$ cat config.mk
export PLATFORM = sky130hd
export DESIGN_NAME = uart_tx_arbiter_flat
export DESIGN_NICKNAME = d
export VERILOG_FILES = /design/src/rtl/uart_tx_arbiter_if.sv /design/src/rtl/uart_tx_arbiter.sv /design/src/flat_wrapper.sv
export SDC_FILE = /design/constraint.sdc
export NUM_CORES = 1
export LEC_CHECK = 0
export ABC_AREA = 1
export CAP_MARGIN = 40
export CORE_MARGIN = 4
export CORE_UTILIZATION = 41
export DETAILED_ROUTE_END_ITERATION = 16
export MAX_ROUTING_LAYER = met4
export PLACE_DENSITY = 0.88
export SKIP_CTS_REPAIR_TIMING = 1
export SYNTH_ARGS = -nofsm -noshare
export SYNTH_HDL_FRONTEND = slang
export SYNTH_SLANG_ARGS = --single-unit
$ cat constraint.sdc
create_clock -name clk -period 1.6 [get_ports clk]
set_input_delay 0.16 -clock clk [delete_from_list [all_inputs] [get_ports clk]]
set_output_delay 0.16 -clock clk [all_outputs]
set_load 0.02 [all_outputs]
$ cat src/rtl/uart_tx_arbiter_if.sv
// uart_tx_arbiter_if: bundle between N byte-stream requesters, the arbiter
// and one uart_tx transmitter.
//   req_valid/req_data/req_last : per-requester byte offer (requester side)
//   req_ack                     : one-hot consume pulse (arbiter side)
//   tx_data/tx_start            : byte and start pulse towards uart_tx
//   tx_ready                    : uart_tx idle
//   busy/grant_id               : arbiter status
// Modports: master = arbiter, slave = requesters + transmitter environment.
interface uart_tx_arbiter_if #(
  parameter int N   = 4,
  parameter int IDW = 2
);
  logic [N-1:0]   req_valid;
  logic [8*N-1:0] req_data;
  logic [N-1:0]   req_last;
  logic [N-1:0]   req_ack;
  logic [7:0]     tx_data;
  logic           tx_start;
  logic           tx_ready;
  logic           busy;
  logic [IDW-1:0] grant_id;

  modport master (
    input  req_valid, req_data, req_last, tx_ready,
    output req_ack, tx_data, tx_start, busy, grant_id
  );

  modport slave (
    output req_valid, req_data, req_last, tx_ready,
    input  req_ack, tx_data, tx_start, busy, grant_id
  );
endinterface

$ cat src/rtl/uart_tx_arbiter.sv
// uart_tx_arbiter: shares one uart_tx between N byte-stream requesters.
// Picks the next requester round-robin, forwards one byte at a time on
// tx_data/tx_start, waits for the transmitter to go busy and idle again,
// and pulses req_ack for each consumed byte.
// Ports:
//   clk      : system clock
//   rstn     : synchronous active-low reset
//   bus      : uart_tx_arbiter_if.master (requester offers, req_ack,
//              tx_data/tx_start/tx_ready, busy, grant_id)
// Build option: define UART_ARB_MSG_LOCK_EN to hold the grant until a byte
// flagged with req_last has been sent (no message interleaving). Without it
// req_last is ignored and every byte is arbitrated on its own.
module uart_tx_arbiter #(
  parameter int N   = 4,
  parameter int IDW = 2
) (
  input  logic               clk,
  input  logic               rstn,
  uart_tx_arbiter_if.master  bus
);

  typedef enum logic [1:0] {
    IDLE      = 2'd0,
    SEND      = 2'd1,
    WAIT_BUSY = 2'd2,
    WAIT_DONE = 2'd3
  } state_t;

  state_t         state;
  state_t         state_nxt;
  logic [IDW-1:0] last_ptr;
  logic [IDW-1:0] grant_q;
  logic [IDW-1:0] winner;
  logic [IDW-1:0] idx;
  logic           any_valid;
  logic           accept;
  logic           cont;
  logic [7:0]     sel_byte;
  logic [7:0]     tx_data_q;
  logic           tx_start_q;

`ifdef UART_ARB_MSG_LOCK_EN
  logic           last_flag;
  assign cont = !last_flag;
`else
  assign cont = 1'b0;
`endif

  // Rotating search starting just after the last owner.
  always_comb begin
    winner    = '0;
    any_valid = 1'b0;
    idx       = '0;
    for (int unsigned k = 1; k <= N; k++) begin
      idx = IDW'((32'(last_ptr) + k) % N);
      if (!any_valid && bus.req_valid[idx]) begin
        any_valid = 1'b1;
        winner    = idx;
      end
    end
  end

  assign sel_byte = bus.req_data[{grant_q, 3'b000} +: 8];

  // Gated with rstn so a byte is never consumed in a cycle whose start
  // pulse the reset is about to discard.
  assign accept = rstn && (state == SEND) && bus.tx_ready && bus.req_valid[grant_q];

  always_ff @(posedge clk) begin
    if (!rstn) state <= IDLE;
    else       state <= state_nxt;
  end

  always_comb begin
    state_nxt = state;
    unique case (state)
      IDLE:      if (any_valid)     state_nxt = SEND;
      SEND:      if (accept)        state_nxt = WAIT_BUSY;
      WAIT_BUSY: if (!bus.tx_ready) state_nxt = WAIT_DONE;
      WAIT_DONE: if (bus.tx_ready)  state_nxt = cont ? SEND : IDLE;
      default:                      state_nxt = IDLE;
    endcase
  end

  always_ff @(posedge clk) begin
    if (!rstn) begin
      last_ptr   <= IDW'(N - 1);
      grant_q    <= '0;
      tx_data_q  <= '0;
      tx_start_q <= 1'b0;
`ifdef UART_ARB_MSG_LOCK_EN
      last_flag  <= 1'b0;
`endif
    end else begin
      tx_start_q <= accept;
      if (state == IDLE && any_valid) grant_q <= winner;
      if (accept) begin
        tx_data_q <= sel_byte;
`ifdef UART_ARB_MSG_LOCK_EN
        last_flag <= bus.req_last[grant_q];
`endif
      end
      if (state == WAIT_DONE && bus.tx_ready && !cont) last_ptr <= grant_q;
    end
  end

  always_comb begin
    bus.req_ack  = accept ? ({{(N-1){1'b0}}, 1'b1} << grant_q) : '0;
    bus.busy     = (state != IDLE);
    bus.tx_data  = tx_data_q;
    bus.tx_start = tx_start_q;
    bus.grant_id = grant_q;
  end

endmodule

$ cat src/flat_wrapper.sv
// flat-port wrapper written by rule: the top's interface ports become plain ports
module uart_tx_arbiter_flat 
#(
  parameter int N   = 4,
  parameter int IDW = 2
)
  (clk, rstn, bus_req_valid, bus_req_data, bus_req_last, bus_tx_ready, bus_req_ack, bus_tx_data, bus_tx_start, bus_busy, bus_grant_id);
  uart_tx_arbiter_if #(.N(N), .IDW(IDW)) bus_i ();
  input  logic clk;
  input  logic rstn;
  input wire logic [$bits(bus_i.req_valid)-1:0] bus_req_valid;
  input wire logic [$bits(bus_i.req_data)-1:0] bus_req_data;
  input wire logic [$bits(bus_i.req_last)-1:0] bus_req_last;
  input wire logic [$bits(bus_i.tx_ready)-1:0] bus_tx_ready;
  output wire logic [$bits(bus_i.req_ack)-1:0] bus_req_ack;
  output wire logic [$bits(bus_i.tx_data)-1:0] bus_tx_data;
  output wire logic [$bits(bus_i.tx_start)-1:0] bus_tx_start;
  output wire logic [$bits(bus_i.busy)-1:0] bus_busy;
  output wire logic [$bits(bus_i.grant_id)-1:0] bus_grant_id;
  assign bus_i.req_valid = bus_req_valid;
  assign bus_i.req_data = bus_req_data;
  assign bus_i.req_last = bus_req_last;
  assign bus_i.tx_ready = bus_tx_ready;
  assign bus_req_ack = bus_i.req_ack;
  assign bus_tx_data = bus_i.tx_data;
  assign bus_tx_start = bus_i.tx_start;
  assign bus_busy = bus_i.busy;
  assign bus_grant_id = bus_i.grant_id;
  uart_tx_arbiter #(.N(N), .IDW(IDW)) u_core (.clk(clk), .rstn(rstn), .bus(bus_i));
endmodule
==> impl_metrics.yaml <==
floorplanning:
  die_h_um: 63.6
  ios: 59
  rows: 19
  start_util: 0.444
  dieWidth_um: 63.6
  dieArea_mm2: 0.00404
  coreArea_mm2: 0.00285
yosys:
  synthTopCellsByArea: "dfxtp_1 24%, nand2_1 13%, a31oi_1 7.9%"
  synth-seq-area-share: 0.237
  yosysWarningCount: 0
  synth_top_area_frac: 0.237
  ys_types: 31
  yosys.area_share.simple: 0.402
  netlist_area_mm2: 0.00127
  syn_inst: 187
  synthXorXnorAreaFrac: 0
  synth_top_area_cell: "dfxtp_1"
  syn_nets: 234
  synth-compound-area-share: 0.194
  ys_ff_latch: 15
  postSynthAreaPerCell_um2: 6.77
  synth_top_family_by_area: "simple AND/OR/NAND/NOR gates"
  synthAdderAreaFrac: 0.0395
  synthMuxAreaShare: 0.00889
timing:
  finalClockSkew_ns: 0.00348
  tightest_slew_ns: 0.257
  setup_violations: 0
  slew_headroom: 0.828
  fin_crit_ns: 1.55
  max_freq_mhz: 646
  period_share: 0.967
  fin_hold_ws_ns: 0.450
  rsz0062_at_grt: "yes"
  maxSlewViolCount: 0
  finalHoldViolCount: 0
  tns_ns: 0
drt:
  wl_per_cell_um: 13.4
  drt-total-wl_um: 3840
  via_per_inst: 5.17
  drt_iter0_markers: 74
  firstDrtPassIters: 4
  drc: 0
  antenna_left: 0
  num_vias: 1483
critical_path:
  r2r_end: "u_core.state[1]"
  worstPathArrival_ns: 1.39
  cp_max_fo: 5
  reg2reg_slack_ns: 0.10
  crit_path_start_kind: "flip-flop"
  cp-end-kind: "output port"
  r2r_start: "u_core.state[0]"
  cp.required_ns: 1.44
  reg2regPathDepth: 8
  critPathKind: "reg -> out"
finish:
  nets: 304
  final_cell_mix: "48 x clkdlybuf4s50_1, 45 x nand2_1, 22 x buf_4"
  antenna_cells: 0
  fillCellCount: 221
  syn_to_final_growth_pct: 58.1
  drive_above_1_share: 0.273
  final_common_cell: "clkdlybuf4s50_1"
power_and_ir_drop:
  powerDensity_mw_per_mm2: 1220
  cellLeakagePower_nw: 0.936
  vdd_drop_max_uv: 668
global_routing:
  grt.overflow.total: 0
  grt_usage: 0.186
  antenna_found_initial: 0
  grt_pass1_vias: 1296
  grt_start_max_net_pins: 25
  grt_first_pass_wirelength_um: 5910
placement:
  gp_congestion: 0.909
  io_buffers: 54
  dpl.hpwl_um: 3010
flow_run:
  max-cap-violations: 0
clocking:
  clock_path_buffers: 2
  h-tree-depth: 1
  cts_buffers: 3
  clk_latency_ns: 0.29
  cts_sinks: 15
  clockRootBuffer: "clkbuf_4"
  clk_pin_slew_worst_paths_ns: 0.10
  cts_tree: "done"
worst_hold_path:
  hold_depth: 3
  whs_endpoint: "u_core.bus.tx_data[5]"
  worstHoldStart: "bus_req_data[29]"
  hold_path_class: "in -> reg"
run_status:
  status: "finished, final reports clean"
[worst max path at each step]
stage	startpoint	slack [ns]	end	depth (start not counted)
after global placement	bus_req_valid[3]	-0.29	bus_req_ack[0]	8
after CTS	u_core.state[1]	-0.57	bus_req_ack[0]	6
after floorplan	u_core.bus.grant_id[0]	0.04	bus_req_ack[0]	7
after detailed placement	bus_req_valid[3]	-0.33	bus_req_ack[3]	8
final	u_core.state[1]	0.05	bus_req_ack[0]	6
after global routing	u_core.bus.grant_id[0]	-0.04	bus_req_ack[0]	8
[cell families (layout without fill, tap and decap cells)]
family / after synthesis / count (layout)
compound gates: 41 / 41
fa+ha+maj: 4 / 4
buf+inv: 26 / 95
flops: 15 / 15
mux: 1 / 1
simple gates: 100 / 100
[layer usage]
layer / track usage / wire length, um
met2: 0.304 / 1960
met1: 0.240 / 1690
met4: 0.0243 / 17
met5: - / 0
met3: 0.0426 / 177
[worst max-delay path: stages (launching register included)]
cell and delay [ns]:
dfxtp_2 0.33, inv_2 0.07, ha_4 0.14, and3_4 0.19, nand2_4 0.07, nor3_2 0.11
buf_2 0.18
[metrics by stage]
| step | instance area (um2) | total power [W] | cells | util | worst slack (ns) |
|---|---|---|---|---|---|
| floorplan | 1270 | 0.00156 | 187 | - | 0.0434 |
| detailed placement | 1930 | 0.00212 | 282 | 0.678 | -0.332 |
| CTS | 1960 | 0.00235 | 286 | 0.688 | -0.570 |
| finish | 2000 | 0.00244 | 287 | 0.702 | 0.0520 |
| global route | 2000 | 0.00264 | 287 | 0.702 | -0.0401 |
| global placement | 1930 | 0.00210 | 282 | 0.678 | -0.293 |
[synthesized netlist by cell type]
master    instances
nand2_1          45
nand3_1          18
a31oi_1          16
dfxtp_1          15
nand2_2          13
inv_1            12
a21oi_1          11
nor2_1            9
o21ai_0           9
clkbuf_1          4
ha_1              4
nand2_4           4
nor3_1            4
buf_6             3
buf_2             2
inv_4             2
o211ai_1          2
a21oi_4           1
and2_4            1
and3_1            1
buf_4             1
buf_8             1
inv_8             1
mux2_2            1
nand3_2           1
nand4_1           1
nand4_2           1
nor2_2            1
nor2_8            1
o21ai_1           1
o21ai_2           1
[where the power goes]
part	internal [W]	switching, W	total [W]
registers	0.000461	0.0000696	0.000530
logic	0.000747	0.000935	0.00168
clock network	0.0000930	0.000132	0.000225
[final cells by class]
type	instances	area [um2]	share of cell area
Tap cell	31	38.8	0.0194
Clock buffer	3	22.5	0.0113
Clock inverter	1	5.00	0.00250
Inverter	15	68.8	0.0344
Timing Repair Buffer	76	706	0.353
Sequential cell	15	308	0.154
Multi-Input combinational cell	146	853	0.426
[registers in the layout, summed over array words and instances, names as in the netlist]
signal / cells
u_core.bus.grant_id: 2
u_core.bus.tx_data: 8
u_core.bus.tx_start: 1
u_core.last_ptr: 2
u_core.state: 2
(Power assumes the default switching activity.)
